`config.mk`:
```
export PLATFORM = sky130hd
export DESIGN_NAME = imm_extend
export DESIGN_NICKNAME = d
export VERILOG_FILES = /design/src/rtl/arm_pkg.sv /design/src/rtl/imm_extend_comb.sv /design/src/rtl/imm_extend.sv
export SDC_FILE = /design/constraint.sdc
export NUM_CORES = 1
export LEC_CHECK = 0
export BUFFER_PORTS_ARGS = -buffer_cell sky130_fd_sc_hd__clkbuf_2
export CAP_MARGIN = 5
export CELL_PAD_IN_SITES_DETAIL_PLACEMENT = 1
export CELL_PAD_IN_SITES_GLOBAL_PLACEMENT = 1
export CORE_UTILIZATION = 36
export DETAILED_ROUTE_END_ITERATION = 8
export GPL_TIMING_DRIVEN = 0
export PLACE_DENSITY = 0.85
export SYNTH_ARGS = -nofsm -noshare
export SYNTH_HDL_FRONTEND = slang
export SYNTH_SLANG_ARGS = --single-unit
```
`constraint.sdc`:
```
create_clock -name clk -period 1.95 [get_ports clk]
set_input_delay 0.2925 -clock clk [delete_from_list [all_inputs] [get_ports clk]]
set_output_delay 0.2925 -clock clk [all_outputs]
set_load 0.005 [all_outputs]
```
`src/rtl/arm_pkg.sv`:
```
// arm_pkg: shared immediate-format encodings and widths for the ARMv4 decode stage.
package arm_pkg;
   typedef enum logic [1:0] {
      IMM_DP8   = 2'b00,
      IMM_MEM12 = 2'b01,
      IMM_BR24  = 2'b10,
      IMM_RSVD  = 2'b11
   } imm_src_t;
   localparam int INSTR_IMM_W = 24;
   localparam int WORD_W      = 32;
endpackage

```
`src/rtl/imm_extend_comb.sv`:
```
// imm_extend_comb: combinational immediate extension selected by the ImmSrc format.
module imm_extend_comb
   import arm_pkg::*;
(
   input  logic [1:0]             imm_src,
   input  logic [INSTR_IMM_W-1:0] instr_imm,
   output logic [WORD_W-1:0]      ext_imm
);
   imm_src_t src;
   assign src = imm_src_t'(imm_src);
   // Reserved encoding resolves to zero so no X ever reaches the ALU.
   always_comb begin
      ext_imm = (src == IMM_DP8)   ? {24'h0, instr_imm[7:0]} :
                (src == IMM_MEM12) ? {20'h0, instr_imm[11:0]} :
                (src == IMM_BR24)  ? {{6{instr_imm[23]}}, instr_imm, 2'b00} :
                                     '0;
   end
endmodule

```
`src/rtl/imm_extend.sv`:
```
// imm_extend: registered immediate extender; one cycle latency, holds value when idle.
module imm_extend
   import arm_pkg::*;
(
   input  logic                   clk,
   input  logic                   rst_n,
   input  logic                   valid_in,
   input  logic [1:0]             immSrc,
   input  logic [INSTR_IMM_W-1:0] second_source_register,
   output logic [WORD_W-1:0]      extImm,
   output logic                   valid_out
);
   logic [WORD_W-1:0] ext_comb;
   logic [WORD_W-1:0] ext_imm_d, ext_imm_q;
   logic              valid_d, valid_q;
   imm_extend_comb u_comb (
      .imm_src   (immSrc),
      .instr_imm (second_source_register),
      .ext_imm   (ext_comb)
   );
   always_comb begin
      ext_imm_d = valid_in ? ext_comb : ext_imm_q;
      valid_d   = valid_in;
   end
   always_ff @(posedge clk or negedge rst_n) begin
      if (!rst_n) begin
         ext_imm_q <= '0;
         valid_q   <= 1'b0;
      end else begin
         ext_imm_q <= ext_imm_d;
         valid_q   <= valid_d;
      end
   end
   assign extImm    = ext_imm_q;
   assign valid_out = valid_q;
endmodule

```
==> results.md <==
- Status: complete, no violations
- Largest family of logic cells by synthesized area: compound AO/OA/AOI/OAI gates
- Placed instance area: 1670 um^2
- # setup viols final: 0
- Die area: 3860 um^2
- Slowest CP cell: dfrtp_1
- Total Routing Usage GR: 19.4%
- Crit Path Class: reg -> out
- Die H: 62.2 um
- Pre-antenna DRT Iters: 4
- Clk_skew: 0 ns
- Final min period: 1.36 ns
- Rows: 21
- R2r startpoint: extImm[30]$_DFFE_PN0P_
- Syn Inst Count: 128
- CP startpoint: extImm[30]$_DFFE_PN0P_
- RD Place Congestion: 0.751
- Starting Density: 38.4%
- Final core occ: 50.2%
- Post-Synth Adder-Cell Area: 0%
- Slew Viols, Final: 0
- Synth Net Count: 157
- Final net count: 224
- Area share of xor/xnor cells in the synthesized design: 0%
- #FFs+latches synth: 27
- Mux share of post-synthesis cell area: 0%
- Routed WL: 3.41 mm
- Startpoint Class: register
- Most used DFF post-synth: dfrtp_1
- Total number of vias: 1,155
- Fin worst setup slack: a little under 0.6 ns
- Yosys cell types: 16
- Area contributors post-synth: dfrtp_1 (52%), o22ai_2 (9.6%), inv_1 (5.2%)
- Data arrival, critical path: approximately 1.1 ns
- CP max FO: 8
- Worst Path Required: 1.66 ns
- Vias in the first global route: about 1,200
- Setup TNS: 0 ns
- Area Growth Syn to Fin: 30.7%
- ANT cells: 0
- Buf+Inv Stages, Crit Path: 2
- Yosys warns: 0
- Min-delay worst type: in -> reg
- H-tree Lvls: 1
- Synth Area in Compound Gates: 17.9%
- Total power draw: around 1.1 mW
- Biggest area consumer among synthesized cells: dfrtp_1
- Drt via density: 4.81
- Antenna violations before repair: 0
- Mapped cell area: 1300 um^2
- Gr ovfl total: 0
- Pin count of the biggest net entering global routing: 28
- Peak Freq: 0.736 GHz
- Share of synthesized flip-flops with an asynchronous set or reset: 100%
- Share of the synthesized area in the top cell type: 51.9%
- Routed length per instance: ~14 um
- Final period utilization: 69.7%
- Final hold viol count: 0
- Later-pin clock latency in the skew report: 0.32 ns
- Filler cells: roughly 420
- Initial DRC Count: 23
- Root buf cell: clkbuf_4
- Most frequent cells in the layout: clkbuf_2 (61), dfrtp_1 (27), inv_1 (18)
- CP endpoint kind: output port
- Die W: 62.2 um
- Worst hold start: valid_in
- Max_cap viols: 0
- First-pass GRT wire length: 5.96 mm
- Crit-path cells: buf_4 > clkbuf_2
- Leakage power: between 0.8 and 0.9 nW
- CTS Buffer Depth: 2
- Core area: 3390 um^2
- Setup Buffers After CTS: 0
- I/O pins: 62
- Max VDD drop: 0.273 mV
- Delay-heaviest family, CP: flip-flops
- PD cells: approximately 640 nW/um^2
- Commonest non-fill, non-tap cell in the layout: clkbuf_2
- TritonCTS Sinks: 27
- Clock Pin Slew Worst Setup and Hold Paths: 0.15 ns
- Dpl hpwl: 2.73 mm
- DRC errors left: 0
- Post-synth EDFFs: 0
- Worst Max-Slew Pin Slew: approximately 0.67 ns
- Worst slack, placed: 0.669 ns
- Unrepaired setup endpoints after global routing: false
- Synth Area in Simple Gates: 17.1%
- Antenna-violating nets left: 0
- Syn Area/Cell: around 10 um^2
- Worst slew margin: about 55%
- Final instance area: 1700 um^2
- Seq/Total Area, Yosys: 51.9%
- CTS tree: built
- I/O Buffers: 61
- Layout cells sized above 1: 45.9%
- CP max stage delay: 0.48 ns
- Num CTS Buffers: 3
[worst register-to-register path, delay by kind of cell (launching register included)]
kind                   cells  cell delay (ns)
AOI/OAI and AO/OA          1             0.16
buffers and inverters      1             0.10
DFF                        1             0.49
[logic make-up after synthesis]
family	after synthesis
AOI/OAI and AO/OA	26
buffers and inverters	33
DFF	27
and+or+nand+nor	42
[metal layers]
| layer | part of all wire, % | vias up | track usage [%] |
|---|---|---|---|
| met5 | 0 | - | 0 |
| met4 | 0.85 | 0 | 4.36 |
| met3 | 5.5 | 4 | 3.68 |
| met2 | 51 | 46 | 34.9 |
| met1 | 43 | 551 | 24.0 |
| li1 | - | 554 | - |
[registers in the layout (all words and copies together), names as in the netlist]
| signal | count |
|---|---|
| extImm | 26 |
| valid_out | 1 |
[report_power, final]
part / switching (mW) / total, mW / internal, mW
Sequential: 0.0249 / 0.626 / 0.601
Clock: 0.159 / 0.235 / 0.0766
Combinational: 0.118 / 0.229 / 0.111
Total: 0.302 / 1.09 / 0.789
[Yosys cell counts, types with 4 or more instances]
library cell / count
nor2_1: 6
buf_4: 7
buf_2: 5
a31oi_1: 6
o221ai_1: 4
nand3b_1: 8
inv_1: 18
o22ai_2: 10
o22ai_1: 4
nand2_1: 16
dfrtp_1: 27
nand2b_1: 10
[layout make-up]
cell class,instances,area (um^2),area share (%)
buffer,15,104,6.10
tap,46,57.6,3.38
inverter,18,67.6,3.97
clock inverter,1,5.00,0.294
timing repair buffer,62,315,18.5
sequential,27,676,39.7
multi-input combinational,68,455,26.7
clock buffer,3,22.5,1.32
[stage by stage]
step | hold WS (ns) | std cells
3_3_place_gp | 0.351 | 235
2_1_floorplan | -0.00309 | 128
6_report | 0.0905 | 240
3_5_place_dp | 0.357 | 235
4_1_cts | 0.0807 | 240
5_1_grt | 0.0503 | 240
[what timing repair did]
item | 4_1_cts | 5_1_grt
endpoints found under the hold margin | 15 | 0
resized for setup | 0 | 0
hold buffers | 1 | 0
[final timing paths]
| check | endpoint | slack (ns) | cells past startpoint |
|---|---|---|---|
| worst max-delay path | extImm[31] | 0.59 | 2 |
| worst min-delay path | valid_out$_DFF_PN0_ | 0.09 | 1 |
| worst max register to register | extImm[30]$_DFFE_PN0P_ | 1.13 | 2 |
| worst min register to register | extImm[10]$_DFFE_PN0P_ | 0.53 | 2 |
| max in group asynchronous | extImm[10]$_DFFE_PN0P_ | 0.99 | 2 |
| min in group asynchronous | extImm[23]$_DFFE_PN0P_ | 0.52 | 2 |
Note: power is estimated with default switching activity, not from simulation.
